**src/rtl/ber_pkg.sv**
```systemverilog
// ber_pkg: shared constants, state type and helpers for the BER meter.
//   SYM_ZERO / SYM_ONE : reference symbol mapping for PRBS bit 0 / 1
//   ber_state_e        : meter state (idle, waiting for frame start, measuring)
//   popcount2          : number of set bits in a 2-bit vector
package ber_pkg;

  localparam logic [1:0] SYM_ZERO = 2'b01;
  localparam logic [1:0] SYM_ONE  = 2'b11;

  typedef enum logic [1:0] {
    StIdle,
    StAlign,
    StRun
  } ber_state_e;

  function automatic logic [1:0] popcount2(input logic [1:0] v);
    return {1'b0, v[1]} + {1'b0, v[0]};
  endfunction

endpackage

```
**src/rtl/prbs_gen.sv**
```systemverilog
// prbs_gen: Fibonacci LFSR reference generator, shared by RX checker and TX side.
//   clk_fs  : symbol-domain clock
//   rst_n   : asynchronous active-low reset, loads PRBS_SEED
//   load    : synchronous reseed (priority over adv)
//   adv     : shift one step
//   bit_out : current PRBS bit (s[0])
module prbs_gen #(
  parameter int unsigned PRBS_LEN  = 10,
  parameter int unsigned PRBS_TAP  = 7,
  parameter int unsigned PRBS_SEED = 1
) (
  input  logic clk_fs,
  input  logic rst_n,
  input  logic load,
  input  logic adv,
  output logic bit_out
);

  localparam logic [PRBS_LEN-1:0] Seed = PRBS_LEN'(PRBS_SEED);

  logic [PRBS_LEN-1:0] lfsr_q, lfsr_d;

  always_comb begin
    lfsr_d = lfsr_q;
    if (load) begin
      lfsr_d = Seed;
    end else if (adv) begin
      lfsr_d = {lfsr_q[PRBS_TAP] ^ lfsr_q[0], lfsr_q[PRBS_LEN-1:1]};
    end
  end

  always_ff @(posedge clk_fs or negedge rst_n) begin
    if (!rst_n) begin
      lfsr_q <= Seed;
    end else begin
      lfsr_q <= lfsr_d;
    end
  end

  assign bit_out = lfsr_q[0];

endmodule

```
**src/rtl/ber_meter.sv**
```systemverilog
// ber_meter: symbol/bit error-rate meter for the QPSK receiver.
// Tracks frame position after frame sync, regenerates the reference PRBS per
// frame and accumulates payload errors over WIN_FRAMES frames.
//   clk_fs, rst_n      : symbol clock, async active-low reset
//   sym_en             : symbol strobe; state advances only on it (except lock loss)
//   lock               : frame sync locked; low forces idle and clears the window
//   frame_start        : restarts the frame (qualified with sym_en)
//   rx_sym             : received {I,Q}
//   ref_sym            : current reference symbol
//   frame_pos          : position of the symbol presented on the next sym_en
//   err_cnt, frame_cnt : running error / completed-frame counts of the window
//   err_disp           : result of the last completed window
//   disp_valid         : one-cycle pulse when err_disp updates
//   err_sat            : err_cnt clamped in the current window
module ber_meter
  import ber_pkg::*;
#(
  parameter int unsigned PRBS_LEN   = 10,
  parameter int unsigned PRBS_TAP   = 7,
  parameter int unsigned PRBS_SEED  = 1,
  parameter int unsigned FRAME_LEN  = 1027,
  parameter int unsigned PAY_START  = 2,
  parameter int unsigned PAY_END    = 1024,
  parameter int unsigned WIN_FRAMES = 1000,
  parameter int unsigned CNT_W      = 20,
  parameter int unsigned POS_W      = 11,
  parameter int unsigned BIT_MODE   = 0
) (
  input  logic             clk_fs,
  input  logic             rst_n,
  input  logic             sym_en,
  input  logic             lock,
  input  logic             frame_start,
  input  logic [1:0]       rx_sym,
  output logic [1:0]       ref_sym,
  output logic [POS_W-1:0] frame_pos,
  output logic [CNT_W-1:0] err_cnt,
  output logic [CNT_W-1:0] err_disp,
  output logic             disp_valid,
  output logic [CNT_W-1:0] frame_cnt,
  output logic             err_sat
);

  localparam logic [POS_W-1:0] PosFirst  = POS_W'(PAY_START);
  localparam logic [POS_W-1:0] PosLast   = POS_W'(PAY_END);
  localparam logic [POS_W-1:0] PosWrap   = POS_W'(FRAME_LEN - 1);
  localparam logic [CNT_W-1:0] FcntLast  = CNT_W'(WIN_FRAMES - 1);
  localparam logic [CNT_W-1:0] CntMax    = '1;

  ber_state_e       state_q, state_d;
  logic [POS_W-1:0] pos_q, pos_d;
  logic [CNT_W-1:0] err_q, err_d;
  logic [CNT_W-1:0] disp_q, disp_d;
  logic [CNT_W-1:0] fcnt_q, fcnt_d;
  logic             dv_q, dv_d;
  logic             sat_q, sat_d;

  logic             prbs_bit;
  logic             prbs_load;
  logic             prbs_adv;
  logic             in_payload;
  logic [1:0]       diff;
  logic [1:0]       inc;
  logic [CNT_W:0]   err_sum;

  prbs_gen #(
    .PRBS_LEN (PRBS_LEN),
    .PRBS_TAP (PRBS_TAP),
    .PRBS_SEED(PRBS_SEED)
  ) u_prbs (
    .clk_fs (clk_fs),
    .rst_n  (rst_n),
    .load   (prbs_load),
    .adv    (prbs_adv),
    .bit_out(prbs_bit)
  );

  assign ref_sym    = prbs_bit ? SYM_ONE : SYM_ZERO;
  assign in_payload = (state_q == StRun) && (pos_q >= PosFirst) && (pos_q <= PosLast);
  // Shift only after a real compare; reseed (load) wins over the shift.
  assign prbs_adv   = lock && sym_en && in_payload;

  always_comb begin
    diff    = rx_sym ^ ref_sym;
    inc     = (BIT_MODE != 0) ? popcount2(diff) : {1'b0, |diff};
    // Carry out of the widened sum means the count would pass CntMax.
    err_sum = {1'b0, err_q} + {{(CNT_W - 1){1'b0}}, inc};
  end

  always_comb begin
    state_d   = state_q;
    pos_d     = pos_q;
    err_d     = err_q;
    disp_d    = disp_q;
    fcnt_d    = fcnt_q;
    sat_d     = sat_q;
    dv_d      = 1'b0;
    prbs_load = 1'b0;

    if (!lock) begin
      // Lock loss discards the partial window but keeps the last result.
      state_d   = StIdle;
      pos_d     = '0;
      err_d     = '0;
      fcnt_d    = '0;
      sat_d     = 1'b0;
      prbs_load = 1'b1;
    end else if (sym_en) begin
      unique case (state_q)
        StIdle: state_d = StAlign;
        StAlign: begin
          if (frame_start) begin
            state_d   = StRun;
            pos_d     = '0;
            prbs_load = 1'b1;
          end
        end
        StRun: begin
          if (in_payload) begin
            err_d = err_sum[CNT_W] ? CntMax : err_sum[CNT_W-1:0];
            sat_d = sat_q | err_sum[CNT_W];
          end
          if (frame_start) begin
            pos_d     = '0;
            prbs_load = 1'b1;
          end else if (pos_q == PosWrap) begin
            pos_d     = '0;
            prbs_load = 1'b1;
            if (fcnt_q == FcntLast) begin
              disp_d = err_d;
              dv_d   = 1'b1;
              err_d  = '0;
              fcnt_d = '0;
              sat_d  = 1'b0;
            end else begin
              fcnt_d = fcnt_q + CNT_W'(1);
            end
          end else begin
            pos_d = pos_q + POS_W'(1);
          end
        end
        default: state_d = StIdle;
      endcase
    end
  end

  always_ff @(posedge clk_fs or negedge rst_n) begin
    if (!rst_n) begin
      state_q <= StIdle;
      pos_q   <= '0;
      err_q   <= '0;
      disp_q  <= '0;
      fcnt_q  <= '0;
      dv_q    <= 1'b0;
      sat_q   <= 1'b0;
    end else begin
      state_q <= state_d;
      pos_q   <= pos_d;
      err_q   <= err_d;
      disp_q  <= disp_d;
      fcnt_q  <= fcnt_d;
      dv_q    <= dv_d;
      sat_q   <= sat_d;
    end
  end

  assign frame_pos  = pos_q;
  assign err_cnt    = err_q;
  assign err_disp   = disp_q;
  assign frame_cnt  = fcnt_q;
  assign disp_valid = dv_q;
  assign err_sat    = sat_q;

endmodule

```
**config.mk**
```make
export PLATFORM = sky130hd
export DESIGN_NAME = ber_meter
export DESIGN_NICKNAME = d
export VERILOG_FILES = /design/src/rtl/ber_pkg.sv /design/src/rtl/prbs_gen.sv /design/src/rtl/ber_meter.sv
export SDC_FILE = /design/constraint.sdc
export NUM_CORES = 1
export LEC_CHECK = 0
export ABC_AREA = 1
export CORE_UTILIZATION = 51
export DETAILED_ROUTE_END_ITERATION = 7
export PLACE_DENSITY = 0.76
export SLEW_MARGIN = 20
export SYNTH_ARGS = -nofsm -noshare
export SYNTH_HDL_FRONTEND = slang
export SYNTH_SLANG_ARGS = --single-unit
```
**constraint.sdc**
```tcl
create_clock -name clk_fs -period 2.6 [get_ports clk_fs]
set_clock_uncertainty 0.1 [all_clocks]
set_input_delay 0.65 -clock clk_fs [delete_from_list [all_inputs] [get_ports clk_fs]]
set_output_delay 0.65 -clock clk_fs [all_outputs]
set_load 0.02 [all_outputs]
```
==> results by group <==
STA
  – Worst Setup Slack, final: about 0.14 ns
  – # setup viols final: 0
  – Final Critical Period: 2.46 ns
  – Setup TNS: 0 ns
  – WHS: between 0.04 and 0.05 ns
  – Max-slew violation count: 0
  – Fmax: around 400 MHz
  – Fin. Hold Viols: 0
  – RSZ-0062 raised after global routing: no
  – Tcrit/Tclk final: 0.946

Synth
  – Post-synth EDFFs: 0
  – Post-Syn Area: 5360 um^2
  – Mapped Nets: 798
  – Yosys warns: 0
  – Top_reg_cell synth: dfrtp_1
  – Post-synthesis register bit count: 85
  – Synth top area share: 0.392
  – Async set-or-reset flop fraction in the synthesized netlist: 1.00
  – Syn avg cell area: 6.86 um^2
  – Cells after Synth: about 780
  – Cell taking the most area after synthesis: dfrtp_1
  – Netlist cell types: 35
  – Sequential element share of the synthesized area: 0.397
  – Top cells by area, synth: dfrtp_1 39%, nand2_1 19%, nand3_1 9.3%, nor2_1 6.7%, inv_1 4.8%

Finish
  – Final std cells w/o fill: roughly 1000
  – Most common library cell in the layout ignoring fill and taps: nand2_1
  – Layout cells sized above 1: 0.0989
  – ANT cells: 0
  – Final core utilization: 0.659
  – Nets: 911
  – Area growth syn-to-layout: 26.3%
  – Final Cell Area: 6770 um^2
  – Commonest non-fill, non-tap cells in the layout: 265 x nand2_1, 100 x nand3_1, 94 x nor2_1

Route
  – Via count: 5571
  – Final WL: 14500 um
  – Routed len/inst: 14.0 um
  – DRT Pass-1 Iters: 5
  – Detailed Route Iter0 Violations: 214
  – Vias per std cell: 5.38
  – Remaining DRCs: 0
  – ANT nets after route: 0

Worst setup path
  – Crit-path cells: clkdlybuf4s50_1 -> xnor2_1 -> nand2_1 -> ha_1 -> nand3_1 -> nor2_1 -> nand3_1 -> xor2_1 -> nor2_1 -> nand2_1 -> nand3_1 -> nand2_1
  – Critical path class: in -> reg
  – Nature of the critical path startpoint: input pin
  – Slowest cell on the critical path: clkdlybuf4s50_1
  – WP data required: 2.76 ns
  – Slowest Stage Delay on Critical Path: 0.42 ns
  – Crit-path max FO: 4
  – R2r worst-path depth: 11
  – WP data arrival: 2.62 ns
  – Setup crit end kind: flop

Worst hold path
  – Hold/Removal Path Class: in -> async

Placement
  – GPL Wtd Cong: 0.948
  – Port bufs: 80
  – HPWL after DPL: 10900 um
  – Placed Instances: 1013
  – DP Worst Slack: -0.401 ns
  – Placed instance area: 6520 um^2

Power
  – Clock network power share: 0.316
  – Gate power share: 0.199
  – P_leak: 3.23 nW
  – Peak VDD IR: 0.000278 V
  – Pwr Total: 2.98 mW
  – Pwr Density: 440 nW/um^2
  – Sequential Power Share: 0.486
  – Switch Pwr: 929 uW
  – Int Power: 2.05 mW
  – Switching Fraction: 0.312

CTS
  – CTS tree: built
  – Max H-tree Level: 3
  – Clock tree buffer depth: 2
  – Worst-path clk slew: 0.09 ns
  – CTS Buf Count: 9
  – Clock sink count: 85
  – Skew-Pair Late Insertion Delay: 0.37 ns
  – Root Buffer: clkbuf_8
  – Cts hold-fix bufs: 0

Floorplan
  – Die height: 105 um
  – # rows: 37
  – I/O pins: 82
  – Initial cell density of the core: 0.522
  – Die ar.: ~11000 um^2
  – Die width: ~100 um
  – Core area: 10300 um^2

Global route
  – Gr ovfl total: 0
  – Via count of the first global-routing pass: 5474
  – Pin count of the biggest net entering global routing: 32
  – First-pass GRT wire length: 25100 um
  – Initial antenna violation count: 0
  – Global router's overall resource usage: 0.288

Status
  – Outcome: finished clean

Flow run
  – Total of max-cap violations: 0
## critical path: cells and delay by family
family                   cells  cell delay (ns)
AND/OR/NAND/NOR              8             1.04
buffers and inverters        1             0.42
XOR/XNOR                     2             0.35
adder cells (fa/ha/maj)      1             0.16
## path summary, 6_finish.rpt
kind                                  startpoint             to  slack [ns]
min in group clk_fs                  err_disp[7]    err_disp[7]        0.38
worst min-delay path                       rst_n    err_disp[5]        0.05
max in group asynchronous                  rst_n  frame_cnt[12]        1.76
worst max-delay path                   rx_sym[1]    err_cnt[13]        0.14
worst max register to register  u_prbs.lfsr_q[0]    err_cnt[13]        0.35
worst min register to register       err_disp[7]    err_disp[7]        0.38
## routing by layer
layer,vias to the layer above,GRT usage,routed length (um)
met5,-,0,0
met4,0,0.130,362
met3,29,0.0443,809
met2,172,0.503,7360
met1,2646,0.349,6020
li1,2724,-,-
## area by class of cell
type | count | area (um^2)
clock inverter | 5 | 61.3
multi-input combinational | 594 | 2790
clock buffer | 11 | 131
timing repair buffer | 126 | 1190
fill | 954 | 3500
tap | 136 | 170
sequential | 85 | 2130
inverter | 79 | 297
## registers in the layout, summed over array words and instances (netlist names)
register and flops:
frame_pos 11, err_sat 1, err_cnt 20, err_disp 20, frame_cnt 20, state_q 2, disp_valid 1, u_prbs.lfsr_q 10
## repair_timing
| item | 4_1_cts | 5_1_grt |
|---|---|---|
| pin swaps | 0 | 2 |
| setup endpoints to repair | 7 | 21 |
| gates cloned | 1 | 0 |
| hold endpoints to repair | 0 | 0 |
| gates resized for setup | 0 | 2 |
| setup buffers | 0 | 6 |
## logic make-up (layout without fill, tap and decap cells)
group,Yosys count,in the layout,synth area share
adders and majority gates,9,9,0.0210
xor gates and xnor gates,18,18,0.0294
other,1,1,0.000699
and+or+nand+nor,511,512,0.411
DFF,85,85,0.397
AOI/OAI and AO/OA,54,54,0.0541
buffers and inverters,104,221,0.0870
## synth_stat cells, types with 4 or more instances
cell type	count
nand3_1	100
buf_2	4
nand2_1	265
inv_2	10
nor2_1	95
clkbuf_1	6
inv_1	69
nand4_1	20
buf_6	5
nor3_1	15
ha_1	9
buf_4	9
dfrtp_1	84
nor2_2	4
o21ai_1	5
xor2_1	17
o21ai_0	30
a21oi_1	15
## power groups by stage
stage / logic (mW) / registers, mW / clock network (mW)
after floorplan: 0.289 / 1.51 / 0
after global placement: 0.576 / 1.47 / 0
after detailed placement: 0.590 / 1.47 / 0
after CTS: 0.594 / 1.44 / 0.971
after global routing: 0.654 / 1.45 / 1.02
final: 0.592 / 1.45 / 0.940
Note: power is estimated with default switching activity, not from simulation.
